$ cat src/rtl/multicycle_ctrl.sv
// Multi-cycle control FSM for an RV32I-subset core: fetch over a ready/valid
// handshake, decode, and sequence ALU, data memory, register file and PC update.
module multicycle_ctrl #(
  parameter int TIMEOUT = 255
) (
  input  logic        clk,
  input  logic        rst_n,
  output logic        IMemReq,
  input  logic        IMemValid,
  input  logic [31:0] IMemRdata,
  output logic        DMemReq,
  output logic        DMemWe,
  input  logic        DMemValid,
  input  logic        Zero,
  output logic [24:0] Instr31_7,
  output logic [1:0]  ImmSrc,
  output logic        ALUSrc,
  output logic [2:0]  ALUCtrl,
  output logic [1:0]  ResultSrc,
  output logic        RegWrite,
  output logic        PCWrite,
  output logic [1:0]  PCSrc,
  output logic        Trap
);

  typedef enum logic [2:0] {
    S_FETCH  = 3'd0,
    S_DECODE = 3'd1,
    S_EXEC   = 3'd2,
    S_MEM    = 3'd3,
    S_WB     = 3'd4,
    S_TRAP   = 3'd5
  } state_t;

  localparam logic [6:0] OP_LOAD   = 7'b0000011;
  localparam logic [6:0] OP_STORE  = 7'b0100011;
  localparam logic [6:0] OP_R      = 7'b0110011;
  localparam logic [6:0] OP_IALU   = 7'b0010011;
  localparam logic [6:0] OP_BRANCH = 7'b1100011;
  localparam logic [6:0] OP_JAL    = 7'b1101111;
  localparam logic [6:0] OP_JALR   = 7'b1100111;

  localparam logic [6:0] F7_BASE = 7'b0000000;
  localparam logic [6:0] F7_ALT  = 7'b0100000;

  localparam logic [2:0] ALU_ADD = 3'b000;
  localparam logic [2:0] ALU_SUB = 3'b001;
  localparam logic [2:0] ALU_AND = 3'b010;
  localparam logic [2:0] ALU_OR  = 3'b011;
  localparam logic [2:0] ALU_SLT = 3'b101;

  localparam logic [1:0] IMM_I = 2'b00;
  localparam logic [1:0] IMM_S = 2'b01;
  localparam logic [1:0] IMM_B = 2'b10;
  localparam logic [1:0] IMM_J = 2'b11;

  localparam logic [1:0] RES_ALU  = 2'b00;
  localparam logic [1:0] RES_LOAD = 2'b01;
  localparam logic [1:0] RES_PC4  = 2'b10;

  localparam logic [1:0] PC_PLUS4 = 2'b00;
  localparam logic [1:0] PC_IMM   = 2'b01;
  localparam logic [1:0] PC_ALU   = 2'b10;

  localparam logic [15:0] TIMEOUT_C = 16'(TIMEOUT);

  state_t      state_q;
  logic [31:0] ir_q;
  logic [15:0] cnt_q;
  logic        imem_req_q;
  logic        dmem_req_q;
  logic        dmem_we_q;
  logic        reg_write_q;
  logic        pc_write_q;
  logic [1:0]  pc_src_q;
  logic [1:0]  result_src_q;
  logic        trap_q;

  logic [6:0]  opcode_s;
  logic [2:0]  funct3_s;
  logic [6:0]  funct7_s;
  logic        is_load_s;
  logic        is_store_s;
  logic        is_branch_s;
  logic        is_bne_s;
  logic        is_jal_s;
  logic        is_jalr_s;
  logic        legal_s;
  logic [1:0]  imm_src_s;
  logic        alu_src_s;
  logic [2:0]  alu_ctrl_s;
  logic        taken_s;
  logic        branch_exec_s;
  logic        store_done_s;

  assign opcode_s = ir_q[6:0];
  assign funct3_s = ir_q[14:12];
  assign funct7_s = ir_q[31:25];

  // Instruction classification and datapath controls, held stable by the frozen IR
  always_comb begin
    is_load_s   = 1'b0;
    is_store_s  = 1'b0;
    is_branch_s = 1'b0;
    is_bne_s    = 1'b0;
    is_jal_s    = 1'b0;
    is_jalr_s   = 1'b0;
    legal_s     = 1'b0;
    imm_src_s   = IMM_I;
    alu_src_s   = 1'b0;
    alu_ctrl_s  = ALU_ADD;
    case (opcode_s)
      OP_LOAD: begin
        is_load_s = 1'b1;
        legal_s   = 1'b1;
        alu_src_s = 1'b1;
      end
      OP_STORE: begin
        is_store_s = 1'b1;
        legal_s    = 1'b1;
        imm_src_s  = IMM_S;
        alu_src_s  = 1'b1;
      end
      OP_R: begin
        case (funct3_s)
          3'b000: begin
            if (funct7_s == F7_BASE) begin
              legal_s = 1'b1;
            end else if (funct7_s == F7_ALT) begin
              legal_s    = 1'b1;
              alu_ctrl_s = ALU_SUB;
            end else begin
              legal_s = 1'b0;
            end
          end
          3'b111: begin
            legal_s    = (funct7_s == F7_BASE);
            alu_ctrl_s = ALU_AND;
          end
          3'b110: begin
            legal_s    = (funct7_s == F7_BASE);
            alu_ctrl_s = ALU_OR;
          end
          3'b010: begin
            legal_s    = (funct7_s == F7_BASE);
            alu_ctrl_s = ALU_SLT;
          end
          default: legal_s = 1'b0;
        endcase
      end
      OP_IALU: begin
        alu_src_s = 1'b1;
        case (funct3_s)
          3'b000:  legal_s = 1'b1;
          3'b111: begin
            legal_s    = 1'b1;
            alu_ctrl_s = ALU_AND;
          end
          3'b110: begin
            legal_s    = 1'b1;
            alu_ctrl_s = ALU_OR;
          end
          3'b010: begin
            legal_s    = 1'b1;
            alu_ctrl_s = ALU_SLT;
          end
          default: legal_s = 1'b0;
        endcase
      end
      OP_BRANCH: begin
        is_branch_s = 1'b1;
        imm_src_s   = IMM_B;
        alu_ctrl_s  = ALU_SUB;
        case (funct3_s)
          3'b000:  legal_s = 1'b1;
          3'b001: begin
            legal_s  = 1'b1;
            is_bne_s = 1'b1;
          end
          default: legal_s = 1'b0;
        endcase
      end
      OP_JAL: begin
        is_jal_s  = 1'b1;
        legal_s   = 1'b1;
        imm_src_s = IMM_J;
      end
      OP_JALR: begin
        is_jalr_s = 1'b1;
        legal_s   = 1'b1;
        alu_src_s = 1'b1;
      end
      default: legal_s = 1'b0;
    endcase
  end

  // Zero and DMemValid only settle within the cycle that consumes them
  always_comb begin
    taken_s       = is_bne_s ? ~Zero : Zero;
    branch_exec_s = rst_n & (state_q == S_EXEC) & is_branch_s;
    store_done_s  = rst_n & (state_q == S_MEM) & is_store_s & DMemValid;
  end

  // Main sequencer; strobes default low so each is a single-cycle pulse
  always_ff @(posedge clk) begin
    if (!rst_n) begin
      state_q      <= S_FETCH;
      ir_q         <= 32'd0;
      cnt_q        <= 16'd0;
      imem_req_q   <= 1'b1;
      dmem_req_q   <= 1'b0;
      dmem_we_q    <= 1'b0;
      reg_write_q  <= 1'b0;
      pc_write_q   <= 1'b0;
      pc_src_q     <= PC_PLUS4;
      result_src_q <= RES_ALU;
      trap_q       <= 1'b0;
    end else begin
      reg_write_q  <= 1'b0;
      pc_write_q   <= 1'b0;
      pc_src_q     <= PC_PLUS4;
      result_src_q <= RES_ALU;
      case (state_q)
        S_FETCH: begin
          if (IMemValid) begin
            ir_q       <= IMemRdata;
            imem_req_q <= 1'b0;
            state_q    <= S_DECODE;
          end else if (cnt_q == TIMEOUT_C) begin
            imem_req_q <= 1'b0;
            trap_q     <= 1'b1;
            state_q    <= S_TRAP;
          end else begin
            cnt_q <= cnt_q + 16'd1;
          end
        end
        S_DECODE: begin
          if (!legal_s) begin
            trap_q  <= 1'b1;
            state_q <= S_TRAP;
          end else begin
            pc_write_q <= is_branch_s;
            state_q    <= S_EXEC;
          end
        end
        S_EXEC: begin
          if (is_load_s || is_store_s) begin
            dmem_req_q <= 1'b1;
            dmem_we_q  <= is_store_s;
            cnt_q      <= 16'd0;
            state_q    <= S_MEM;
          end else if (is_branch_s) begin
            imem_req_q <= 1'b1;
            cnt_q      <= 16'd0;
            state_q    <= S_FETCH;
          end else begin
            reg_write_q  <= 1'b1;
            pc_write_q   <= 1'b1;
            result_src_q <= (is_jal_s || is_jalr_s) ? RES_PC4 : RES_ALU;
            pc_src_q     <= is_jal_s ? PC_IMM : (is_jalr_s ? PC_ALU : PC_PLUS4);
            state_q      <= S_WB;
          end
        end
        S_MEM: begin
          if (DMemValid) begin
            dmem_req_q <= 1'b0;
            dmem_we_q  <= 1'b0;
            if (is_store_s) begin
              imem_req_q <= 1'b1;
              cnt_q      <= 16'd0;
              state_q    <= S_FETCH;
            end else begin
              reg_write_q  <= 1'b1;
              pc_write_q   <= 1'b1;
              result_src_q <= RES_LOAD;
              state_q      <= S_WB;
            end
          end else if (cnt_q == TIMEOUT_C) begin
            dmem_req_q <= 1'b0;
            dmem_we_q  <= 1'b0;
            trap_q     <= 1'b1;
            state_q    <= S_TRAP;
          end else begin
            cnt_q <= cnt_q + 16'd1;
          end
        end
        S_WB: begin
          imem_req_q <= 1'b1;
          cnt_q      <= 16'd0;
          state_q    <= S_FETCH;
        end
        S_TRAP: begin
          imem_req_q <= 1'b0;
          dmem_req_q <= 1'b0;
          dmem_we_q  <= 1'b0;
          trap_q     <= 1'b1;
          state_q    <= S_TRAP;
        end
        default: begin
          imem_req_q <= 1'b0;
          dmem_req_q <= 1'b0;
          dmem_we_q  <= 1'b0;
          trap_q     <= 1'b1;
          state_q    <= S_TRAP;
        end
      endcase
    end
  end

  assign IMemReq   = imem_req_q;
  assign DMemReq   = dmem_req_q;
  assign DMemWe    = dmem_we_q;
  assign Instr31_7 = ir_q[31:7];
  assign ImmSrc    = imm_src_s;
  assign ALUSrc    = alu_src_s;
  assign ALUCtrl   = alu_ctrl_s;
  assign ResultSrc = result_src_q;
  assign RegWrite  = rst_n & reg_write_q;
  assign PCWrite   = (rst_n & pc_write_q) | store_done_s;
  assign PCSrc     = branch_exec_s ? {1'b0, taken_s} : pc_src_q;
  assign Trap      = trap_q;

endmodule

$ cat config.mk
export PLATFORM = sky130hd
export DESIGN_NAME = multicycle_ctrl
export DESIGN_NICKNAME = d
export VERILOG_FILES = /design/src/rtl/multicycle_ctrl.sv
export SDC_FILE = /design/constraint.sdc
export NUM_CORES = 1
export LEC_CHECK = 0
export ABC_CLOCK_PERIOD_IN_PS = 3100
export CAP_MARGIN = 0
export CORE_MARGIN = 4
export CORE_UTILIZATION = 45
export DETAILED_ROUTE_END_ITERATION = 8
export PLACE_DENSITY = 0.76
export SLEW_MARGIN = 25
export SYNTH_ARGS = -nofsm -noshare
export SYNTH_HDL_FRONTEND = slang
export SYNTH_SLANG_ARGS = --single-unit
$ cat constraint.sdc
create_clock -name clk -period 3.1 [get_ports clk]
set_clock_uncertainty 0.2 [all_clocks]
set_input_delay 0.465 -clock clk [delete_from_list [all_inputs] [get_ports clk]]
set_output_delay 0.465 -clock clk [all_outputs]
set_load 0.05 [all_outputs]
==> results.md <==
- DR vias/cell: 5.64
- Cell leakage power: ~1.5 nW
- Busiest layer in global routing: met2
- M2 GR Usage: a little under a third
- Gpl congestion: around 0.94
- Slew Viols, Final: 0
- I/O pin count: approximately 80
- Die Width: around 93 microns
- Pre-antenna DRT Iters: 5
- Vias in the first global route: 2795
- WL/cell: 15.2 microns
- Total GRT Usage: between 10% and 20%
- Synth top area share: a little under two fifths
- Max cap viols: 0
- Worst path max stage delay: 390 ps
- CP delay by family, top: simple AND/OR/NAND/NOR gates
- Grt met1 use: 24.6%
- Row count: 30
- Worst-Margin Slew: around 660 ps
- Type of the worst setup path: reg -> out
- Crit path required time: between 2000 and 2500 ps
- Part of the power in combinational logic: about 19%
- Critical-path cell list: and3b_1 > nand4_1 > nor4_2 > nor2_1 > a21oi_1 > buf_12
- Setup_tns: 0 ps
- Max Clock Freq: about 350 MHz
- Largest net degree at the start of global routing: 39
- Switching part of the total: about 28%
- Max VDD drop: ~0.24 mV
- Cell taking the most area after synthesis: dfxtp_1
- DIE AREA: between 8000 and 9000 sq um
- Unrepaired setup endpoints after global routing: no
- Core ar.: 6870 sq um
- Met3 usage: 6.42%
- GRT Residual Overflow: 0
- Deepest clock path buffer count: 2
- Initial Util: between 40% and 50%
- Worst setup SP type: flop
- Synth Register Bits: 61
- WP buf/inv: 1
- Nets: 493
- Dpl cells: between 500 and 600
- Synth area leaders: dfxtp_1 (38%), nand2_1 (9.9%), a21oi_1 (7.8%)
- DR DRC count: 0
- Most frequent cells in the layout: nand2_1 (85), clkdlybuf4s50_1 (67), dfxtp_1 (61)
- Worst min path class: reg -> reg
- Int Power: between 1 and 1.5 mW
- Min Tclk post-route: ~2900 ps
- Cell Pwr Density: between 400 and 500 nW/um^2
- Gate Count Post-Synth: 410
- N_diodes: 0
- Worst-path clk slew: 60 ps
- Initial antenna violation count: 0
- Final worst path period share: approximately 93%
- Distinct cells, synth: between 50 and 60
- Port buffer count: 77
- Crit. End Element: primary output
- Crit Path Max Fanout: 7
- Sequential Power Share: between 40% and 50%
- First-pass GRT wire length: between 10000 and 15000 microns
- Clk pwr share: about two fifths
- Ys async rst share: 0%
- Most common cell after layout, fill and taps aside: nand2_1
- Number of synthesized flops with an enable pin: 0
- Clock sinks: between 60 and 70
- Via count: ~3100
- Final Hold Viols: 0
- Endpoints failing setup: 0
- Critical path's slowest cell: nor4_2
- Root Buffer: clkbuf_8
- Final Non-Filler Cells: 556
- Synth-to-layout area growth: 27.1%
- Drt total wl: about 8400 microns
- # fillers: 609
- Num CTS Buffers: 9
- Avg Synthesized Cell Area: 7.85 sq um
- YS warnings: 0
- Normalized max-slew margin: a little under three fifths
- Total power: around 2.0 mW
- Worst path arrival time: between 2000 and 2500 ps
- Register area share after synthesis: between 30% and 40%
- DRT antenna net count: 0
- Initial drt markers: approximately 330
- CTS tree: done
- Layout cells sized above 1: a little under a tenth
- Synth Net Count: roughly 450
- Worst-Skew Late Latency: about 330 ps
- Sw power: between 500 and 600 uW
- DPL Wire Length: ~5800 microns
- H-Tree Depth: 3
- Ys flop type: dfxtp_1
- DIE HEIGHT: 92.6 microns
- Status: finished clean
- Cell area after synthesis: ~3200 sq um
## what timing repair did
item	CTS	global route
resized for setup	0	5
setup buffers	0	0
setup endpoints to repair	0	5
hold buffers	0	0
## through the flow
stage | hold WS [ps] | area [sq um] | util (%) | setup WS (ps)
finish | 254 | 4090 | 59.5 | 232
global placement | 242 | 3850 | 56.0 | 345
floorplan | 237 | 3220 | - | 114
global route | 273 | 4090 | 59.5 | 20.6
CTS | 257 | 4070 | 59.3 | 14.7
detailed placement | 250 | 3850 | 56.0 | 296
## worst paths after layout
check,start,end,slack [ps],depth (start not counted)
hold reg to reg,ir_q[9],ir_q[9],250,2
hold / removal,ir_q[9],ir_q[9],250,2
setup / recovery,ir_q[1],PCSrc[0],230,6
setup reg to reg,state_q[2],cnt_q[5],640,5
## synthesized netlist by cell type, drive strengths merged, types with 3 or more instances
cell type / number
a21oi: 50
and2: 3
and3: 6
buf: 32
clkbuf: 19
dfxtp: 61
inv: 11
mux2i: 4
nand2: 86
nand2b: 6
nand3: 4
nand4: 12
nor2: 19
nor2b: 3
nor3: 10
nor4: 6
o211ai: 5
o21a: 3
o21ai: 5
o31ai: 11
o41ai: 3
or4: 15
## tightest hold or removal path, stage by stage, from the launching register on
cell and delay [ps]:
dfxtp_1 310, nand2_1 50, a21oi_1 50
## cell families (layout without fill, tap and decap cells)
group,after synthesis,count (layout),synth area share (%)
xor gates and xnor gates,1,1,0.272
and+or+nand+nor,180,180,28.2
buffers and inverters,62,112,11.1
adders and majority gates,2,2,0.739
AOI/OAI and AO/OA,99,99,20.1
DFF,61,61,38.0
muxes,5,5,1.59
## flip-flops by register name, indices dropped and copies added (netlist names)
name and flops:
DMemReq 1, DMemWe 1, IMemReq 1, ResultSrc 2, Trap 1, cnt_q 16
ir_q 32, pc_src_q 2, pc_write_q 1, reg_write_q 1, state_q 3
## layout make-up
class                           count  area (sq um)  area share [%]
Tap cell                           96           120            2.94
Timing Repair Buffer               85           838            20.5
Clock inverter                      4          70.1            1.71
Clock buffer                       12           155            3.79
Sequential cell                    61          1220            29.9
Inverter                           11          41.3            1.01
Multi-Input combinational cell    287          1640            40.2
## metal layers
| layer | routed length [microns] | vias to the layer above |
|---|---|---|
| li1 | - | 1539 |
| met1 | 3690 | 1464 |
| met2 | 4020 | 126 |
| met3 | 645 | 8 |
| met4 | 89 | 0 |
| met5 | 0 | - |
## power by group through the flow
stage          clock network [mW]  logic (mW)  registers (mW)
3_3_place_gp                    0       0.370           0.877
3_5_place_dp                    0       0.375           0.879
4_1_cts                     0.816       0.377           0.862
5_1_grt                     0.851       0.405           0.868
2_1_floorplan                   0       0.269           0.874
6_report                    0.802       0.377           0.863
No activity file was read; power rests on OpenSTA's default activity.
